### src/rtl/apb_seq_pkg.sv
// Shared types and APB slave map for the round-robin APB sequencer.
// Holds the FSM state encoding and the 3-slot slave address decode.
package apb_seq_pkg;

   localparam int PSW = 3;

   typedef enum logic [1:0] {
      ST_IDLE,
      ST_SETUP,
      ST_ACCESS,
      ST_RESP
   } state_t;

   localparam logic [31:0] S0_BASE = 32'h8000_0000;
   localparam logic [31:0] S0_LIM  = 32'h83FF_FFFF;
   localparam logic [31:0] S1_BASE = 32'h8400_0000;
   localparam logic [31:0] S1_LIM  = 32'h87FF_FFFF;
   localparam logic [31:0] S2_BASE = 32'h8800_0000;
   localparam logic [31:0] S2_LIM  = 32'h8BFF_FFFF;

   function automatic logic [PSW-1:0] decode(input logic [31:0] a);
      logic [PSW-1:0] s;
      s = '0;
      if (a >= S0_BASE && a <= S0_LIM) s = 3'b001;
      else if (a >= S1_BASE && a <= S1_LIM) s = 3'b010;
      else if (a >= S2_BASE && a <= S2_LIM) s = 3'b100;
      return s;
   endfunction

endpackage

### src/rtl/apb_rr_sequencer_rr_pick.sv
// Round-robin priority picker: first asserted request at or after ptr,
// wrapping, returned as one-hot grant plus its binary index.
module rr_pick #(
   parameter int N  = 2,
   parameter int PW = (N > 1) ? $clog2(N) : 1
) (
   input  logic [N-1:0]  req,
   input  logic [PW-1:0] ptr,
   output logic [N-1:0]  grant,
   output logic [PW-1:0] idx,
   output logic          any
);

   always_comb begin
      logic [PW:0]   sum;
      logic [PW-1:0] cand;
      grant = '0;
      idx   = '0;
      any   = 1'b0;
      sum   = '0;
      cand  = '0;
      for (int i = 0; i < N; i++) begin
         sum = {1'b0, ptr} + (PW+1)'(i);
         if (sum >= (PW+1)'(N)) sum = sum - (PW+1)'(N);
         cand = sum[PW-1:0];
         if (!any && req[cand]) begin
            grant[cand] = 1'b1;
            idx         = cand;
            any         = 1'b1;
         end
      end
   end

endmodule

### src/rtl/apb_rr_sequencer.sv
// Shares one APB master port between NREQ valid/ready requesters,
// round-robin arbitrated, one transfer in flight at a time.
module apb_rr_sequencer
   import apb_seq_pkg::*;
#(
   parameter int NREQ    = 2,
   parameter int AW      = 32,
   parameter int DW      = 32,
   parameter int TIMEOUT = 16
) (
   input  logic              Hclk,
   input  logic              Hreset,
   input  logic [NREQ-1:0]   Req_valid,
   input  logic [NREQ-1:0]   Req_write,
   input  logic [NREQ*AW-1:0] Req_addr,
   input  logic [NREQ*DW-1:0] Req_wdata,
   output logic [NREQ-1:0]   Req_ready,
   output logic [NREQ-1:0]   Rsp_valid,
   output logic [DW-1:0]     Rsp_rdata,
   output logic              Rsp_err,
   output logic [PSW-1:0]    Pselx,
   output logic [AW-1:0]     Paddr,
   output logic              Pwrite,
   output logic              Penable,
   output logic [DW-1:0]     Pwdata,
   input  logic              Pready,
   input  logic [DW-1:0]     Prdata,
   input  logic              Pslverr
);

   localparam int PW = $clog2(NREQ);
   localparam int CW = $clog2(TIMEOUT);

   state_t         state_q;
   state_t         state_n;
   logic [PW-1:0]  ptr_q;
   logic [PW-1:0]  ptr_nxt;
   logic [NREQ-1:0] owner_q;
   logic [AW-1:0]  addr_q;
   logic [DW-1:0]  wdata_q;
   logic           write_q;
   logic [PSW-1:0] sel_q;
   logic [CW-1:0]  cnt_q;
   logic [PSW-1:0] psel_q;
   logic [PSW-1:0] psel_d;
   logic           pen_q;
   logic           pen_d;
   logic [NREQ-1:0] rsp_valid_q;
   logic [NREQ-1:0] rsp_valid_d;
   logic [DW-1:0]  rsp_rdata_q;
   logic [DW-1:0]  rsp_rdata_d;
   logic           rsp_err_q;
   logic           rsp_err_d;

   logic [NREQ-1:0] grant;
   logic [PW-1:0]  gidx;
   logic           any;
   logic [AW-1:0]  sel_addr;
   logic [DW-1:0]  sel_wdata;
   logic           sel_write;
   logic [PSW-1:0] dec;
   logic           accept;
   logic           tmo;

   rr_pick #(
      .N  (NREQ),
      .PW (PW)
   ) u_pick (
      .req   (Req_valid),
      .ptr   (ptr_q),
      .grant (grant),
      .idx   (gidx),
      .any   (any)
   );

   always_comb begin
      sel_addr  = '0;
      sel_wdata = '0;
      sel_write = 1'b0;
      for (int i = 0; i < NREQ; i++) begin
         if (grant[i]) begin
            sel_addr  |= Req_addr[i*AW +: AW];
            sel_wdata |= Req_wdata[i*DW +: DW];
            sel_write |= Req_write[i];
         end
      end
   end

   assign dec     = decode(32'(sel_addr));
   assign accept  = (state_q == ST_IDLE) && any && !Hreset;
   assign tmo     = (cnt_q == CW'(TIMEOUT - 1));
   assign ptr_nxt = (gidx == PW'(NREQ - 1)) ? '0 : gidx + PW'(1);

   always_comb begin
      state_n     = state_q;
      Req_ready   = '0;
      rsp_valid_d = '0;
      rsp_err_d   = 1'b0;
      rsp_rdata_d = '0;
      unique case (state_q)
         ST_IDLE: begin
            if (accept) begin
               Req_ready = grant;
               if (dec != '0) begin
                  state_n = ST_SETUP;
               end else begin
                  state_n     = ST_RESP;
                  rsp_valid_d = grant;
                  rsp_err_d   = 1'b1;
               end
            end
         end
         ST_SETUP: state_n = ST_ACCESS;
         ST_ACCESS: begin
            if (Pready) begin
               state_n     = ST_RESP;
               rsp_valid_d = owner_q;
               rsp_err_d   = Pslverr;
               rsp_rdata_d = write_q ? '0 : Prdata;
            end else if (tmo) begin
               state_n     = ST_RESP;
               rsp_valid_d = owner_q;
               rsp_err_d   = 1'b1;
            end
         end
         ST_RESP: state_n = ST_IDLE;
         default: state_n = ST_IDLE;
      endcase
   end

   // SETUP is only ever entered straight from an accept, so dec is live then
   always_comb begin
      psel_d = '0;
      if (state_n == ST_SETUP) psel_d = dec;
      else if (state_n == ST_ACCESS) psel_d = sel_q;
      pen_d = (state_n == ST_ACCESS);
   end

   always_ff @(posedge Hclk) begin
      if (Hreset) begin
         state_q     <= ST_IDLE;
         ptr_q       <= '0;
         owner_q     <= '0;
         addr_q      <= '0;
         wdata_q     <= '0;
         write_q     <= 1'b0;
         sel_q       <= '0;
         cnt_q       <= '0;
         psel_q      <= '0;
         pen_q       <= 1'b0;
         rsp_valid_q <= '0;
         rsp_rdata_q <= '0;
         rsp_err_q   <= 1'b0;
      end else begin
         state_q     <= state_n;
         psel_q      <= psel_d;
         pen_q       <= pen_d;
         rsp_valid_q <= rsp_valid_d;
         rsp_rdata_q <= rsp_rdata_d;
         rsp_err_q   <= rsp_err_d;
         if (accept) begin
            owner_q <= grant;
            addr_q  <= sel_addr;
            wdata_q <= sel_wdata;
            write_q <= sel_write;
            sel_q   <= dec;
            ptr_q   <= ptr_nxt;
         end
         if (state_q == ST_SETUP)
            cnt_q <= '0;
         else if (state_q == ST_ACCESS && !Pready && !tmo)
            cnt_q <= cnt_q + CW'(1);
      end
   end

   assign Pselx     = psel_q;
   assign Penable   = pen_q;
   assign Paddr     = addr_q;
   assign Pwrite    = write_q;
   assign Pwdata    = wdata_q;
   assign Rsp_valid = rsp_valid_q;
   assign Rsp_rdata = rsp_rdata_q;
   assign Rsp_err   = rsp_err_q;

endmodule

### config.mk
export PLATFORM = sky130hd
export DESIGN_NAME = apb_rr_sequencer
export DESIGN_NICKNAME = d
export VERILOG_FILES = /design/src/rtl/apb_seq_pkg.sv /design/src/rtl/apb_rr_sequencer_rr_pick.sv /design/src/rtl/apb_rr_sequencer.sv
export SDC_FILE = /design/constraint.sdc
export NUM_CORES = 1
export LEC_CHECK = 0
export ABC_AREA = 1
export ABC_CLOCK_PERIOD_IN_PS = 1780
export BUFFER_PORTS_ARGS = -buffer_cell sky130_fd_sc_hd__buf_2
export CELL_PAD_IN_SITES_DETAIL_PLACEMENT = 1
export CELL_PAD_IN_SITES_GLOBAL_PLACEMENT = 2
export CORE_MARGIN = 2
export CORE_UTILIZATION = 23
export CTS_BUF_LIST = sky130_fd_sc_hd__clkbuf_8
export DETAILED_ROUTE_END_ITERATION = 6
export PLACE_DENSITY_LB_ADDON = 0.08
export SYNTH_ARGS = -nofsm -noshare
export SYNTH_HDL_FRONTEND = slang
export SYNTH_HIERARCHICAL = 1
export SYNTH_SLANG_ARGS = --single-unit
### constraint.sdc
create_clock -name Hclk -period 1.78 [get_ports Hclk]
set_clock_uncertainty 0.1 [all_clocks]
set_input_delay 0.267 -clock Hclk [delete_from_list [all_inputs] [get_ports Hclk]]
set_output_delay 0.267 -clock Hclk [all_outputs]
set_load 0.005 [all_outputs]
==> out/metrics.yaml <==
cts_sinks: 116
syn_inst: 570
synth_area_sq_um: 4520
finalInstanceArea_sq_um: 8920
dpl_cell_area_sq_um: 6380
via_count: 5631
cts_max_path_buffers: 2
overflow: 0
final_cells: 1304
max_freq_mhz: 494
setup_violations: 76
p_leak_nw: 4.23
initialDrtViolationCount: 147
power_w: 0.00781
slew_viol_final: 0
fin_util_pct: 46.2
path_clk_slew_ps: 70
drive_gt1_share_pct: 44.3
synth.avg_cell_area_sq_um: 7.92
cts_buffers: 17
grt_usage_pct: 19.2
wire_per_inst_um: 15.5
dp_hpwl_um: 13400
tightest_slew_ps: 541
antenna_found_initial: 0
violations: "setup timing"
fp.dieArea_sq_um: 20800
grt_pass1_wl_um: 30800
r2r_slack_ps: -200
synth_cell_types: 28
initial_utilization_pct: 23.4
status: "finished, violations left"
crit_required_ps: 1410
end_kind: "output port"
ys_ff_latch: 116
max_cap_viol_count: 0
grt_max_degree: 38
syn_to_final_growth_pct: 97.6
cts_tree: "done"
worstSkewPairLatency_ps: 430
crit_arrival_ps: 1660
ys_seq_area_share_pct: 51.4
ios: 274
cts-htree-levels: 4
yosysWarnings: 6
placed_cells: 1110
cp-start-kind: "flop"
critPathKind: "flop to output port"
io_buffer_count: 273
root_buffer: "clkbuf_8"
fin_crit_ps: 2020
rsz0062_at_grt: "true"
vdd_ir_drop_max_mv: 0.406
drt_pass1_iterations: 5
hp-class: "input port to flop"
power_density_nw_per_um2: 875
antenna_left: 0
core_sq_um: 19300
n_fill_cell: 2352
grt_pass1_vias: 6001
syn_nets: 739
hold_viol_final: 0
die_x_um: 144
nets: 1195
n_antenna_cell: 0
die_h_um: 144
drc: 0
timing.hold.ws_ps: 15.9
cp_max_fo: 5
viasPerCell: 4.32
rows: 51
drt-total-wl_um: 20200
slew-limit-headroom_pct: 63.9
gp_congestion: 0.822
setup_ws_ps: -245
post-route-period-util_pct: 114
==> cell usage after synthesis <==
cell      count  share of area, %
nand3b_1      1              0.17
buf_4         7               1.2
nand2_2       2              0.28
clkbuf_2      2              0.22
xnor2_1       1              0.19
nor2_1       75               6.2
nand3_1       8              0.89
a31oi_1      37               5.1
o21ai_1       1              0.11
buf_2         6              0.67
nand4_1       2              0.28
buf_1         1             0.083
nand2_1     144                12
clkbuf_1     13               1.1
ha_1          1              0.28
inv_2         7              0.58
a21oi_1      15               1.7
nor2_4        2              0.50
a211oi_1      1              0.17
dfxtp_1     116                51
o21ai_0      35               3.9
a221oi_1     26               5.0
nor3_2        2              0.44
inv_1        51               4.2
nor2_2        3              0.42
nand3_2       2              0.44
nand4_4       1              0.47
buf_6         8               2.0
==> sequential cells by signal (all words and copies together) (netlist names) <==
name / cells
Rsp_rdata: 32
ptr_q: 1
Rsp_valid: 2
state_q: 2
Pselx: 3
Penable: 1
Rsp_err: 1
Pwrite: 1
sel_q: 3
cnt_q: 4
owner_q: 2
Pwdata: 32
Paddr: 32
==> path summary, 6_finish.rpt <==
check          startpoint           end  depth (start not counted)
max                 ptr_q  Req_ready[0]                          9
min          Req_addr[42]     Paddr[10]                          3
max reg2reg         ptr_q    state_q[1]                         15
min reg2reg    owner_q[0]    owner_q[0]                          2
==> cells in the final DEF (no fill, tap or decap), types with 2 or more instances in the layout <==
cell type        n
buf_6           15
buf_2          271
buf_8            6
nand4_1          2
bufinv_16        3
nor2_1          69
clkbuf_8        17
a21oi_1          9
inv_1           50
dlygate4sd3_1  133
buf_16           4
nand3_4          2
a221oi_2         2
nor2_4           6
nand2_4          2
clkbuf_16        2
a21oi_2          6
nor2_2           5
clkinvlp_4       6
inv_6            4
o21ai_2         25
inv_2            7
nand2_1        122
dfxtp_1        115
buf_4           29
buf_12          14
nand3_2          3
a31oi_1         36
o21ai_1          9
o21ai_0          2
a221oi_1        24
nand2_2         22
nand3_1          5
==> power breakdown <==
| group | switching (W) | total (W) | internal [W] |
|---|---|---|---|
| combinational | 0.00105 | 0.00223 | 0.00118 |
| clock | 0.00120 | 0.00259 | 0.00139 |
| sequential | 0.000145 | 0.00299 | 0.00284 |
| total | 0.00240 | 0.00781 | 0.00541 |
==> kinds of logic after synthesis <==
family / synth area share (%)
and+or+nand+nor: 22.1
DFF: 51.4
AOI/OAI and AO/OA: 16.0
buffers and inverters: 10.0
xor gates and xnor gates: 0.194
adders and majority gates: 0.277
==> through the flow <==
stage	setup WS (ps)	setup TNS (ps)
finish	-245	-7770
global route	-355	-14970
CTS	-314	-12450
detailed placement	-301	-8710
global placement	-246	-5260
floorplan	218	0
==> layer usage <==
metal	wire (um)	share of wire, %	track usage, %	vias up
met5	0	0	0	-
li1	-	-	-	2785
met1	8030	40	21.9	2648
met3	1180	5.9	5.86	29
met2	10500	52	33.6	169
met4	447	2.2	7.12	0
==> repair_timing <==
action,4_1_cts,5_1_grt
pin swaps,46,31
setup buffers,21,7
endpoints found under the setup margin,60,85
endpoints found under the hold margin,84,2
hold buffers,131,2
resized for setup,98,62
cloned,5,2
==> final cells by class <==
| class | count | area (sq um) | share of cell area [%] |
|---|---|---|---|
| clock buffers | 17 | 234 | 2.62 |
| clock inverters | 15 | 179 | 2.00 |
| inverters | 58 | 233 | 2.61 |
| multi-input cells | 359 | 2020 | 22.6 |
| flip-flops and latches | 116 | 2330 | 26.1 |
| well taps | 265 | 332 | 3.72 |
| repair buffers | 474 | 3600 | 40.4 |
==> critical path, stage by stage, from the launching register on <==
cell and delay, ps:
dfxtp_4 380, nand2_2 60, inv_2 80, nor2_2 40, nand2_2 90, nand4_4 100, buf_12 150, nor2_4 110
buf_12 120, buf_6 90
No activity file was read; power rests on OpenSTA's default activity.
